## config.mk

```make
export PLATFORM = sky130hd
export DESIGN_NAME = viterbi_frame_arbiter
export DESIGN_NICKNAME = d
export VERILOG_FILES = /design/src/rtl/viterbi_frame_arbiter.sv
export SDC_FILE = /design/constraint.sdc
export NUM_CORES = 1
export LEC_CHECK = 0
export CORE_ASPECT_RATIO = 1.5
export CORE_UTILIZATION = 54
export DETAILED_ROUTE_END_ITERATION = 6
export GPL_ROUTABILITY_DRIVEN = 0
export HOLD_SLACK_MARGIN = 0.15
export MAX_ROUTING_LAYER = met4
export PLACE_DENSITY = 0.88
export SYNTH_ARGS = -nofsm -noshare
export SYNTH_HDL_FRONTEND = slang
export SYNTH_SLANG_ARGS = --single-unit
export TNS_END_PERCENT = 1
```

## constraint.sdc

```tcl
create_clock -name clk -period 7.1 [get_ports clk]
set_input_delay 1.42 -clock clk [delete_from_list [all_inputs] [get_ports clk]]
set_output_delay 1.42 -clock clk [all_outputs]
set_load 0.01 [all_outputs]
```

## src/rtl/viterbi_frame_arbiter.sv

```systemverilog
// viterbi_frame_arbiter: round-robin frame arbiter sharing one Viterbi decode path between NCH channel FIFOs
// Ports:
//   clk, rst_n                          clock, async active-low reset
//   req_i, len_i                        per-channel frame request and length (words)
//   rd_en_o, rd_data_i                  channel FIFO pop strobe and data (valid the cycle after the pop)
//   done_o                              per-channel pulse once a frame and its flush words are issued
//   dec_ready_i, dec_valid_o, dec_data_o   word handshake into the decoder PISO
//   dec_byte_valid_i, dec_byte_i        decoded byte from the SIPO
//   out_valid_o, out_data_o, out_chan_o, out_last_o   tagged decoded byte stream
//   overflow_o                          sticky: byte arrived with no pending tag
module viterbi_frame_arbiter #(
  parameter int NCH         = 4,
  parameter int CW          = 2,
  parameter int LEN_W       = 8,
  parameter int FLUSH_WORDS = 4,
  parameter int TAG_DEPTH   = 16
) (
  input  logic                 clk,
  input  logic                 rst_n,
  input  logic [NCH-1:0]       req_i,
  input  logic [NCH*LEN_W-1:0] len_i,
  output logic [NCH-1:0]       rd_en_o,
  input  logic [NCH*16-1:0]    rd_data_i,
  output logic [NCH-1:0]       done_o,
  input  logic                 dec_ready_i,
  output logic                 dec_valid_o,
  output logic [15:0]          dec_data_o,
  input  logic                 dec_byte_valid_i,
  input  logic [7:0]           dec_byte_i,
  output logic                 out_valid_o,
  output logic [7:0]           out_data_o,
  output logic [CW-1:0]        out_chan_o,
  output logic                 out_last_o,
  output logic                 overflow_o
);
  localparam int AW = $clog2(TAG_DEPTH);
  localparam int FW = $clog2(FLUSH_WORDS + 1);
  localparam int TW = CW + 2;
  localparam logic [AW:0] TAG_FULL = TAG_DEPTH[AW:0];
  typedef enum logic [2:0] {IDLE, READ, CAPT, ISSUE, GUARD, FLUSH, DONE} state_t;
  state_t r_state, w_next;
  logic [CW-1:0] r_ch, r_rr, w_gnt;
  logic w_found;
  logic [LEN_W-1:0] r_rem, w_len;
  logic [FW-1:0] r_fcnt;
  logic r_gcnt;
  logic [15:0] r_word;
  // tag layout: {flush, last, chan}
  logic [TW-1:0] r_tag [TAG_DEPTH];
  logic [AW-1:0] r_wp, r_rp;
  logic [AW:0] r_cnt;
  logic w_full, w_empty, w_go, w_push, w_pop;
  logic [TW-1:0] w_tag_in, w_tag_out;
  logic r_out_valid, r_out_last, r_ovf;
  logic [7:0] r_out_data;
  logic [CW-1:0] r_out_chan;
  assign w_full    = r_cnt == TAG_FULL;
  assign w_empty   = r_cnt == '0;
  assign w_go      = dec_ready_i && !w_full;
  assign w_pop     = dec_byte_valid_i && !w_empty;
  assign w_tag_out = r_tag[r_rp];
  assign w_len     = len_i[int'(w_gnt)*LEN_W +: LEN_W];
  // first requester at or above the round-robin pointer, wrapping
  always_comb begin
    w_found = 1'b0;
    w_gnt   = '0;
    for (int i = 0; i < NCH; i++) begin
      if (!w_found && req_i[CW'((int'(r_rr) + i) % NCH)]) begin
        w_found = 1'b1;
        w_gnt   = CW'((int'(r_rr) + i) % NCH);
      end
    end
  end
  always_ff @(posedge clk or negedge rst_n)
    if (!rst_n) r_state <= IDLE;
    else r_state <= w_next;
  always_comb begin
    w_next      = r_state;
    rd_en_o     = '0;
    done_o      = '0;
    dec_valid_o = 1'b0;
    dec_data_o  = '0;
    w_push      = 1'b0;
    w_tag_in    = '0;
    case (r_state)
      IDLE:  if (w_found) w_next = (w_len == '0) ? DONE : READ;
      READ:  if (w_go) begin
        rd_en_o[r_ch] = 1'b1;
        w_next        = CAPT;
      end
      CAPT:  w_next = ISSUE;
      ISSUE: begin
        dec_valid_o = 1'b1;
        dec_data_o  = r_word;
        w_push      = 1'b1;
        w_tag_in    = {1'b0, r_rem == LEN_W'(1), r_ch};
        w_next      = GUARD;
      end
      // two dead cycles hide the PISO busy rise delay
      GUARD: if (r_gcnt) w_next = (r_rem != '0) ? READ : (r_fcnt < FW'(FLUSH_WORDS)) ? FLUSH : DONE;
      FLUSH: if (w_go) begin
        dec_valid_o = 1'b1;
        w_push      = 1'b1;
        w_tag_in    = {1'b1, 1'b0, r_ch};
        w_next      = GUARD;
      end
      DONE: begin
        done_o[r_ch] = 1'b1;
        w_next       = IDLE;
      end
      default: w_next = IDLE;
    endcase
  end
  always_ff @(posedge clk or negedge rst_n) begin
    if (!rst_n) begin
      r_ch   <= '0;
      r_rr   <= '0;
      r_rem  <= '0;
      r_fcnt <= '0;
      r_gcnt <= 1'b0;
      r_word <= '0;
    end else begin
      if (r_state == IDLE && w_found) begin
        r_ch  <= w_gnt;
        r_rem <= w_len;
      end
      if (r_state == CAPT) r_word <= rd_data_i[int'(r_ch)*16 +: 16];
      if (r_state == ISSUE) r_rem <= r_rem - LEN_W'(1);
      if (r_state == FLUSH && w_go) r_fcnt <= r_fcnt + FW'(1);
      r_gcnt <= (r_state == GUARD) && !r_gcnt;
      if (r_state == DONE) begin
        r_rr   <= (r_ch == CW'(NCH - 1)) ? '0 : r_ch + CW'(1);
        r_fcnt <= '0;
        r_rem  <= '0;
      end
    end
  end
  // a push is only ever issued after READ/FLUSH saw room, so it never overruns
  always_ff @(posedge clk)
    if (w_push) r_tag[r_wp] <= w_tag_in;
  always_ff @(posedge clk or negedge rst_n) begin
    if (!rst_n) begin
      r_wp  <= '0;
      r_rp  <= '0;
      r_cnt <= '0;
    end else begin
      r_wp  <= r_wp + AW'(w_push);
      r_rp  <= r_rp + AW'(w_pop);
      r_cnt <= r_cnt + (AW+1)'(w_push) - (AW+1)'(w_pop);
    end
  end
  always_ff @(posedge clk or negedge rst_n) begin
    if (!rst_n) begin
      r_out_valid <= 1'b0;
      r_out_data  <= '0;
      r_out_chan  <= '0;
      r_out_last  <= 1'b0;
      r_ovf       <= 1'b0;
    end else begin
      r_out_valid <= w_pop && !w_tag_out[TW-1];
      if (w_pop && !w_tag_out[TW-1]) begin
        r_out_data <= dec_byte_i;
        r_out_chan <= w_tag_out[CW-1:0];
        r_out_last <= w_tag_out[CW];
      end
      if (dec_byte_valid_i && w_empty) r_ovf <= 1'b1;
    end
  end
  assign out_valid_o = r_out_valid;
  assign out_data_o  = r_out_data;
  assign out_chan_o  = r_out_chan;
  assign out_last_o  = r_out_last;
  assign overflow_o  = r_ovf;
endmodule

```

; ---- Yosys cells after proc, flatten, opt, wreduce, memory -nomap -nowiden
; Memories as Yosys holds them, arrays and structs flattened.
; Cells that the tools add are included.
[totals]
ram_bits = 64
ff_bits = 61
input_bits = 112
out_inout_bits = 38
wordCells = 119
mem_count = 1
[mem_list]
columns = name, depth, word_bits, read_ports, rd_ports_with_merged_regs, write_ports, line_no
row1 = r_tag, 16, 4, 1, 0, 1, 49  ; logic [TW-1:0] r_tag [TAG_DEPTH];
[classes]
eq_ne = 13
n_mux = 46
reduce_logical = 25
magnitude_cmp = 7
add_sub_neg = 10
n_shift = 2
[op_table]
columns = cell, count
row1 = indexed part select 64 x 7 -> 16 bit, 1
row2 = indexed part select 32 x 6 -> 8 bit, 1
row3 = 2-to-1 mux 3 bit, 8
row4 = 2-to-1 mux 8 bit, 3
row5 = one-hot mux 3 bit (6 select lines), 1
row6 = less-than comparator 2 x 4 -> 1 bit (second input constant), 4
row7 = 2-to-1 mux 1 bit, 16
row8 = 2-to-1 mux 16 bit, 1
row9 = 2-to-1 mux 4 bit, 4
row10 = 2-to-1 mux 2 bit, 6
row11 = logical AND 1 bit, 11
row12 = == test 3 bit (second input constant), 3
row13 = adder 4 x 1 -> 4 bit, 2
row14 = binary-select mux 1 bit (select 2 bit), 4
row15 = == test 8 x 1 -> 1 bit (second input constant), 1
row16 = logical NOT 8 bit, 1
row17 = inequality test 2 bit (second input constant), 4
row18 = one-hot mux 4 bit (2 select lines), 1
row19 = nonzero test 8 bit, 1
row20 = subtractor 8 x 1 -> 8 bit (second input constant), 1
row21 = logical NOT 1 bit, 7
row22 = == test 3 x 2 -> 1 bit (second input constant), 2
row23 = adder 5 x 1 -> 5 bit, 1
row24 = == test 5 bit (second input constant), 1
row25 = other kinds (16), 18

; ---- Longest topological paths before layout
[logic_depth]
word_depth = 18
mapped_depth = 16
mapped_depth_nobuf = 16

; ---- Least setup slack after synthesis
; Ideal clock, no wire load.
[synth_path]
path_type = input to output
start = in dec_ready_i
end = out dec_valid_o
slack_ns = 3.708
path_stages = 4
arrival_time_ns = 1.972
cell_sequence = nand2_1 > nor2_1 > o21ai_1 > inv_1
[synth_between]
elab_chain_len = 3
[synth_lines]
columns = item, line_no
row1 = start: declaration, 25  ; input logic dec_ready_i,
row2 = logical AND 1 bit, 59  ; assign w_go = dec_ready_i && !w_full;
row3 = 2-to-1 mux 1 bit, 101  ; FLUSH: if (w_go) begin
row4 = one-hot mux 1 bit (2 select lines), 85  ; case (r_state)
row5 = end: declaration, 26  ; output logic dec_valid_o,
; No other way between the ends.

; ---- Worst setup path in the final report
[layout_path]
start = in dec_ready_i
end = out rd_en_o[2]
[layout_between]
elab_chain_len = 3
[layout_lines]
columns = item, line_no
row1 = logical AND 1 bit, 59
row2 = 2-to-1 mux 4 bit, 87  ; READ: if (w_go) begin
row3 = 2-to-1 mux 4 bit, 85
row4 = end: declaration, 22  ; output logic [NCH-1:0] rd_en_o,
; No other way between the ends.

==> summary.md <==
| Metric | Value |
|---|---|
| Power per unit of standard cell area | 386 mW/mm2 |
| Max-cap check violation count | 0 |
| Deepest clock path buffer count | 2 |
| Iter 0 DRT Violations | 247 |
| Final Setup Violations | 0 |
| Placed instance area | 0.00783 mm2 |
| Timing-limited maximum frequency | 209 MHz |
| Pins Over Slew Limit | 0 |
| Global router's overall resource usage | 28.4% |
| Post-CTS Resized | 0 |
| Row Count | 47 |
| First-pass GRT wire length | 24,700 um |
| Grt ovf | 0 |
| Length of routed wiring on met1 | 5660 um |
| Critical path peak fanout | 5 |
| Part of the Yosys area used for sequential elements | 55.0% |
| Number of nets with antenna violations after detailed routing | 0 |
| Simple-gate area share of the yosys netlist | 9.95% |
| Part of the power in combinational logic | 37.2% |
| Unique masters post-synth | 43 |
| Xor/xnor cell area share of the yosys netlist | 1.40% |
| Top routing layer in use | met4 |
| Avg Vias per Cell | 5.86 |
| Number of filler instances in the final layout | 688 |
| Synth area leader | sky130_fd_sc_hd__edfxtp_1 |
| Number of buffers inserted for hold repair after clock tree synthesis | 0 |
| Adder-cell share of the synthesized area | 3.71% |
| CTS tree | yes |
| Gate Count Post-Synth | 444 |
| Number of hold violations in the final report | 0 |
| Initial antenna violation count | 0 |
| Commonest cells after routing, fill and taps aside | sky130_fd_sc_hd__clkdlybuf4s50_1 (148), sky130_fd_sc_hd__edfxtp_1 (64), sky130_fd_sc_hd__dfrtp_1 (61) |
| Crit end category | output pin |
| Sort of element at the start of the critical path | input port |
| DRT Pass-1 Iters | 4 |
| Detailed placement HPWL | 10,900 um |
| Via count of the first global-routing pass | 4,737 |
| Critical path arrival | 3370 ps |
| Clock transition at the register clock pins on the worst setup and hold paths after CTS | 50 ps |
| Maximum vdd ir drop | 0.185 mV |
| Met3 routed wirelength | 688 um |
| Count of unresolved DRC violations after routing | 0 |
| Power Internal | 2.17 mW |
| Complex-gate fraction of the synthesized area | 4.35% |
| Total net switching power | 1.08 mW |
| RSZ-0062 raised after global routing | false |
| Yosys reg bits | 125 |
| Most common cell after layout, fill and taps aside | sky130_fd_sc_hd__clkdlybuf4s50_1 |
| Leakage component of the power | 3.36 nW |
| Register share of total power | 37.1% |
| Wire length per cell | 20.7 um |
| Sum of negative setup slack | 0 ps |
| Die ar. | 0.0120 mm2 |
| H-tree depth reported by CTS | 4 |
| Switch share | 33.1% |
| Skew-Pair Late Insertion Delay | 420 ps |
| Total vias in the final route | 4,407 |
| Vertical die dimension | 134 um |
| Total Wirelength | 15,600 um |
| Met2 routed wirelength | 8810 um |
| Result of the run | finished, final reports clean |
| Final critical-path required period | 4790 ps |
| Effective utilization at floorplan | 56.1% |
| Dominant combinational cell family by area after synthesis | multiplexers |
| Relative contribution of the clock network to total power | 25.8% |
| Proportion of netlist area held by the largest area contributor | 30.7% |
| Category of the most critical setup path | input port to output pin |
| Root buf cell | sky130_fd_sc_hd__clkbuf_16 |
| Fraction of layout cells with a size suffix above 1 | 17.2% |
| Area growth from synthesis to layout | 34.1% |
| Post-Synthesis Net Count | 574 |
| Actual slew at the worst max-slew pin | 1200 ps |
| Worst clock skew | 11.2 ps |
| Top_reg_cell synth | sky130_fd_sc_hd__edfxtp_1 |
| I/O Buffers | 149 |
| Worst Hold Class | flop to flop |
| Headroom to the max-slew limit | 20.0% |
| Largest net degree at the start of global routing | 62 |
| Required time reported for the critical path endpoint | 5680 ps |
| ANT cells | 0 |
| Final net count | 722 |
| Post-synth EDFFs | 64 |
| Leading post-synthesis cells by cell area | sky130_fd_sc_hd__edfxtp_1 (31%), sky130_fd_sc_hd__dfrtp_1 (24%), sky130_fd_sc_hd__mux4_2 (12%) |
| Count of clock tree sinks | 125 |
| Number of warnings reported in the yosys synthesis log | 0 |
| Number of post-CTS setup repair buffers | 0 |
| Final cell area excluding filler cells | 0.00840 mm2 |
| Average footprint of a synthesized cell | 14.1 um2 |
| Number of clock buffers inserted by TritonCTS | 17 |
| # IOs | 150 |
| Share of flip-flops with an asynchronous set or reset after synthesis | 48.8% |
| Mux cell area share after synthesis | 22.6% |
| Final clock period utilization by the worst path | 67.5% |
| Width of the chip | 89.9 um |
| Post-synthesis instance area | 0.00626 mm2 |
| Core Region | 0.0112 mm2 |
## critical path: stages
cell and delay, ps:
sky130_fd_sc_hd__clkdlybuf4s50_1 480, sky130_fd_sc_hd__nand3_1 160, sky130_fd_sc_hd__nor3_1 530, sky130_fd_sc_hd__and2_1 230, sky130_fd_sc_hd__clkdlybuf4s50_1 550
## synthesized netlist by cell type (9+ instances only)
| cell | count |
|---|---|
| sky130_fd_sc_hd__edfxtp_1 | 64 |
| sky130_fd_sc_hd__dfrtp_1 | 61 |
| sky130_fd_sc_hd__nor2_1 | 36 |
| sky130_fd_sc_hd__mux4_2 | 32 |
| sky130_fd_sc_hd__mux2_2 | 26 |
| sky130_fd_sc_hd__nand2_1 | 23 |
| sky130_fd_sc_hd__and3_1 | 21 |
| sky130_fd_sc_hd__ha_1 | 17 |
| sky130_fd_sc_hd__mux2i_1 | 16 |
| sky130_fd_sc_hd__clkbuf_1 | 15 |
| sky130_fd_sc_hd__inv_1 | 15 |
| sky130_fd_sc_hd__a21oi_1 | 10 |
| sky130_fd_sc_hd__o21ai_0 | 10 |
| sky130_fd_sc_hd__mux2_4 | 9 |
## cell families after synthesis
logic type               after synthesis
AND/OR/NAND/NOR                      125
flip-flops                           125
multiplexers                          87
AO/OA/AOI/OAI                         41
buffers and inverters                 38
adder cells (fa/ha/maj)               18
XOR/XNOR                              10
## path summary, 6_finish.rpt
check	to	cells past startpoint	slack, ps	start
setup / recovery	rd_en_o[2]	5	2310	dec_ready_i
hold / removal	r_gcnt	1	450	r_gcnt
setup reg to reg	r_cnt[4]	12	3530	r_state[2]
hold reg to reg	r_gcnt	1	450	r_gcnt
max in group asynchronous	r_rem[6]	2	5420	rst_n
min in group asynchronous	out_last_o	2	1150	rst_n
## per-layer routing
| layer | GRT usage, % | vias to the layer above |
|---|---|---|
| li1 | - | 1972 |
| met4 | 11.8 | 0 |
| met2 | 51.2 | 195 |
| met5 | - | - |
| met3 | 6.46 | 32 |
| met1 | 29.9 | 2208 |
## power by group through the flow
stage / registers, mW / clock network (mW) / logic (mW)
CTS: 1.20 / 0.842 / 1.21
floorplan: 1.09 / 0 / 0.908
detailed placement: 1.20 / 0 / 1.19
global route: 1.23 / 0.873 / 1.30
global placement: 1.18 / 0 / 1.13
finish: 1.20 / 0.836 / 1.21
## stage by stage
stage / util (%) / hold WS, ps / setup slack [ps] / power (mW) / std cells
after floorplan: - / 400 / 3710 / 2.00 / 444
after global placement: 70.1 / 412 / 2440 / 2.31 / 720
after detailed placement: 70.1 / 437 / 2340 / 2.39 / 720
after CTS: 75.2 / 447 / 2340 / 3.26 / 752
after global routing: 75.2 / 472 / 2250 / 3.41 / 752
final: 75.2 / 447 / 2310 / 3.24 / 752
## state kept, by name (all words and copies together) (netlist names)
signal,cells
r_cnt,5
r_gcnt,1
out_last_o,1
r_rp,4
out_chan_o,2
r_fcnt,3
r_rr,2
r_tag,64
r_word,16
out_valid_o,1
r_ch,2
r_state,3
out_data_o,8
r_wp,4
r_rem,8
overflow_o,1
## cell type report
| class | count | area [um2] | share of cell area, % |
|---|---|---|---|
| Clock buffer | 20 | 458 | 5.45 |
| Sequential cell | 125 | 3450 | 41.0 |
| Timing Repair Buffer | 152 | 1510 | 18.0 |
| Clock inverter | 12 | 118 | 1.40 |
| Tap cell | 147 | 184 | 2.19 |
| Inverter | 15 | 56.3 | 0.670 |
| Multi-Input combinational cell | 281 | 2630 | 31.3 |
Power figures use the tool's default switching activity.
==> patch 1: new RTL, config.mk and constraints unchanged <==
The 7 states of `state_t` get a one-hot encoding in 7 bits.
--- a/src/rtl/viterbi_frame_arbiter.sv
+++ b/src/rtl/viterbi_frame_arbiter.sv
@@ -37,7 +37,7 @@
   localparam int FW = $clog2(FLUSH_WORDS + 1);
   localparam int TW = CW + 2;
   localparam logic [AW:0] TAG_FULL = TAG_DEPTH[AW:0];
-  typedef enum logic [2:0] {IDLE, READ, CAPT, ISSUE, GUARD, FLUSH, DONE} state_t;
+  typedef enum logic [6:0] {IDLE = 7'b0000001, READ = 7'b0000010, CAPT = 7'b0000100, ISSUE = 7'b0001000, GUARD = 7'b0010000, FLUSH = 7'b0100000, DONE = 7'b1000000} state_t;
   state_t r_state, w_next;
   logic [CW-1:0] r_ch, r_rr, w_gnt;
   logic w_found;
Behaviour: same outputs for any inputs over 4 cycles, from zero or initial values and one cycle with rst_n low; so few cycles prove little.
==> patch 1 against the unedited design <==
  * Clock skew decreased by 0.0028 ns
  * Synthesized cell count rose by 3.8%
  * Die area up 2.8%
  * Power shrank 13%
  * Cell count is 3.1% higher
  * Design area rose by 2.5%
  * Routed wire length rose by 1.5%
  * Sequential cell count rose by 4
  * Core utilization down 0.90 points
  * Via count grew 3.8%
  * Worst setup slack worse by 0.17 ns
  * Area after synthesis grew 2.9%
  * Non-clock buffer count unchanged
  * Sequential power decreased by 4%
==> patch 1: results <==
export IMPL_routed_wl_mm=15.8
export IMPL_netlist_top_cells_area="edfxtp_1 30%, dfrtp_1 25%, mux4_2 11%"
export IMPL_synth_xor_area_share_pct=1.36
export IMPL_pwr_share_seq_pct=40.7
export IMPL_vias_per_cell=5.90
export IMPL_synth_mux_area_share_pct=22.3
export IMPL_crit_path_end="dec_valid_o"
export IMPL_layout_drive_gt1_share_pct=17.4
export IMPL_grtUsageMet2_pct=55.2
export IMPL_ir_drop_uv=144
export IMPL_first_pass_iters=6
export IMPL_clkPwrFrac_pct=29.7
export IMPL_power_leakage_uw=0.00339
export IMPL_track_usage_pct=28.5
export IMPL_status="completed"
export IMPL_grt_pass1_vias=4927
export IMPL_met1_usage_pct=27.2
export IMPL_wl_met2_mm=9.39
export IMPL_r2r_start="r_cnt[2]$_DFF_PN0_"
export IMPL_crit_fanout=7
export IMPL_power_switching_uw=848
export IMPL_fin_skew_ns=0.00838
export IMPL_max_slew_worst_pin_slew_ns=1.21
export IMPL_r2r_cells=17
export IMPL_grt_pass1_wl_mm=25.1
export IMPL_ys_seq_area_share_pct=55.1
patch 1: per-stage QoR:
| step | setup slack (ns) | util (%) | area [µm²] | hold slack (ns) | total power (µW) |
|---|---|---|---|---|---|
| after floorplan | 3.37 | - | 6440 | 0.426 | 1690 |
| after global placement | 2.27 | 69.4 | 8040 | 0.440 | 1930 |
| after detailed placement | 2.17 | 69.4 | 8040 | 0.461 | 1980 |
| after CTS | 2.16 | 74.3 | 8610 | 0.469 | 2830 |
| after global routing | 2.05 | 74.3 | 8610 | 0.499 | 2950 |
| final | 2.13 | 74.3 | 8610 | 0.470 | 2820 |
patch 1: worst max-delay path: stages:
cell and delay [ns]:
clkdlybuf4s50_1 0.45, inv_1 0.04, a31oi_1 0.35, nand2_1 0.16
o21ai_0 0.16, and3_1 0.33, clkdlybuf4s50_1 0.63
patch 1: cell type report:
class                      count  area (µm²)
clock inverter                11         113
inverter                      19        71.3
timing repair buffer         152        1510
clock buffer                  21         460
sequential                   129        3550
multi-input combinational    293        2720
tap                          150         188
fill                         674        2980
==> patch 2: new RTL, same flow settings <==
Without the edit above. Set the parameter `TAG_DEPTH` to 32 (it was 16).
--- a/src/rtl/viterbi_frame_arbiter.sv
+++ b/src/rtl/viterbi_frame_arbiter.sv
@@ -13,7 +13,7 @@
   parameter int CW          = 2,
   parameter int LEN_W       = 8,
   parameter int FLUSH_WORDS = 4,
-  parameter int TAG_DEPTH   = 16
+  parameter int TAG_DEPTH   = 32
 ) (
   input  logic                 clk,
   input  logic                 rst_n,
Behaviour: no difference found for any inputs over 4 cycles, from zero or initial values and one cycle with rst_n low; that may be too few to reach the edited logic, so the function may still have changed.
==> patch 2 against the unedited design <==
  * Worst setup slack worse by 0.25 ns
  * Global-route usage down 2.3 points
  * Die area up 42%
  * Design area up 33%
  * Synthesized cell count up 32%
  * Area after synthesis up 43%
  * Sequential cell count up 67
  * Power up 29%
  * Non-clock buffer count up 3
  * Routed wire length up 30%
  * Clock power up 15%
  * Critical endpoint is now rd_en_o[1]
  * Largest cell class unchanged
  * Largest power group is now registers
==> patch 2: results <==
export IMPL_status="completed"
export IMPL_synth_compound_area_share_pct=3.83
export IMPL_synth_mux_area_share_pct=20.8
export IMPL_crit_arrival_ns=3.63
export IMPL_grtUsageMet2_pct=47.7
export IMPL_netlist_top_cells_count="128 x edfxtp_1, 64 x dfrtp_1, 56 x mux4_2"
export IMPL_grt_pass1_vias=6056
export IMPL_relSlewSlack_pct=11.8
export IMPL_grt_pass1_wl_mm=32.1
export IMPL_p_seq_uw=1660
export IMPL_syn_nets=719
export IMPL_met1_usage_pct=27.9
export IMPL_vias_per_cell=6.04
export IMPL_grt_max_degree=65
export IMPL_nNetsFinal=859
export IMPL_p_comb_uw=1560
export IMPL_fin_skew_ns=0.0108
export IMPL_synth_cell_types=47
export IMPL_place_inst=913
export IMPL_r2r_cells=17
export IMPL_synth_fa_ha_area_share_pct=3.02
export IMPL_netlist_top_cells_area="edfxtp_1 43%, dfrtp_1 18%, mux4_2 14%"
export IMPL_wl_per_cell_um=21.3
export IMPL_synthCells=586
export IMPL_layout_drive_gt1_share_pct=18.5
export IMPL_worst_r2r_setup_slack_ns=3.55
export IMPL_ir_drop_uv=204
export IMPL_ys_seq_area_share_pct=60.8
export IMPL_dp_final_hpwl_mm=13.8
export IMPL_synth_edf_count=128
export IMPL_post_place_ws_ns=2.04
export IMPL_fin_crit_sh_pct=71.1
export IMPL_via_count=5710
export IMPL_reg_largest_list="r_tag: 128 flops, r_word: 16 flops"
export IMPL_grt_util_met3_pct=4.29
export IMPL_async_flop_share_pct=33.3
export IMPL_crit_path_end="rd_en_o[1]"
export IMPL_placed_cell_area_mm2=0.0106
export IMPL_crit_fanout=4
==> patch 2: layout make-up <==
| type | instances | area, µm² | share of cell area, % |
|---|---|---|---|
| multi-input cells | 342 | 3310 | 29.5 |
| clock inverters | 14 | 168 | 1.50 |
| flip-flops and latches | 192 | 5450 | 48.6 |
| well taps | 206 | 258 | 2.30 |
| clock buffers | 18 | 429 | 3.83 |
| inverters | 18 | 67.6 | 0.603 |
| repair buffers | 155 | 1530 | 13.7 |
==> patch 2: kinds of logic after synthesis <==
| family | Yosys count |
|---|---|
| XOR/XNOR | 12 |
| AO/OA/AOI/OAI | 53 |
| flip-flops | 192 |
| buffers and inverters | 52 |
| AND/OR/NAND/NOR | 145 |
| multiplexers | 111 |
| adder cells (fa/ha/maj) | 21 |
==> patch 2: layer usage <==
metal / up-vias / wire length, µm
li1: 2520 / -
met1: 2887 / 7000
met2: 267 / 11700
met3: 36 / 956
met4: 0 / 554
met5: - / 0
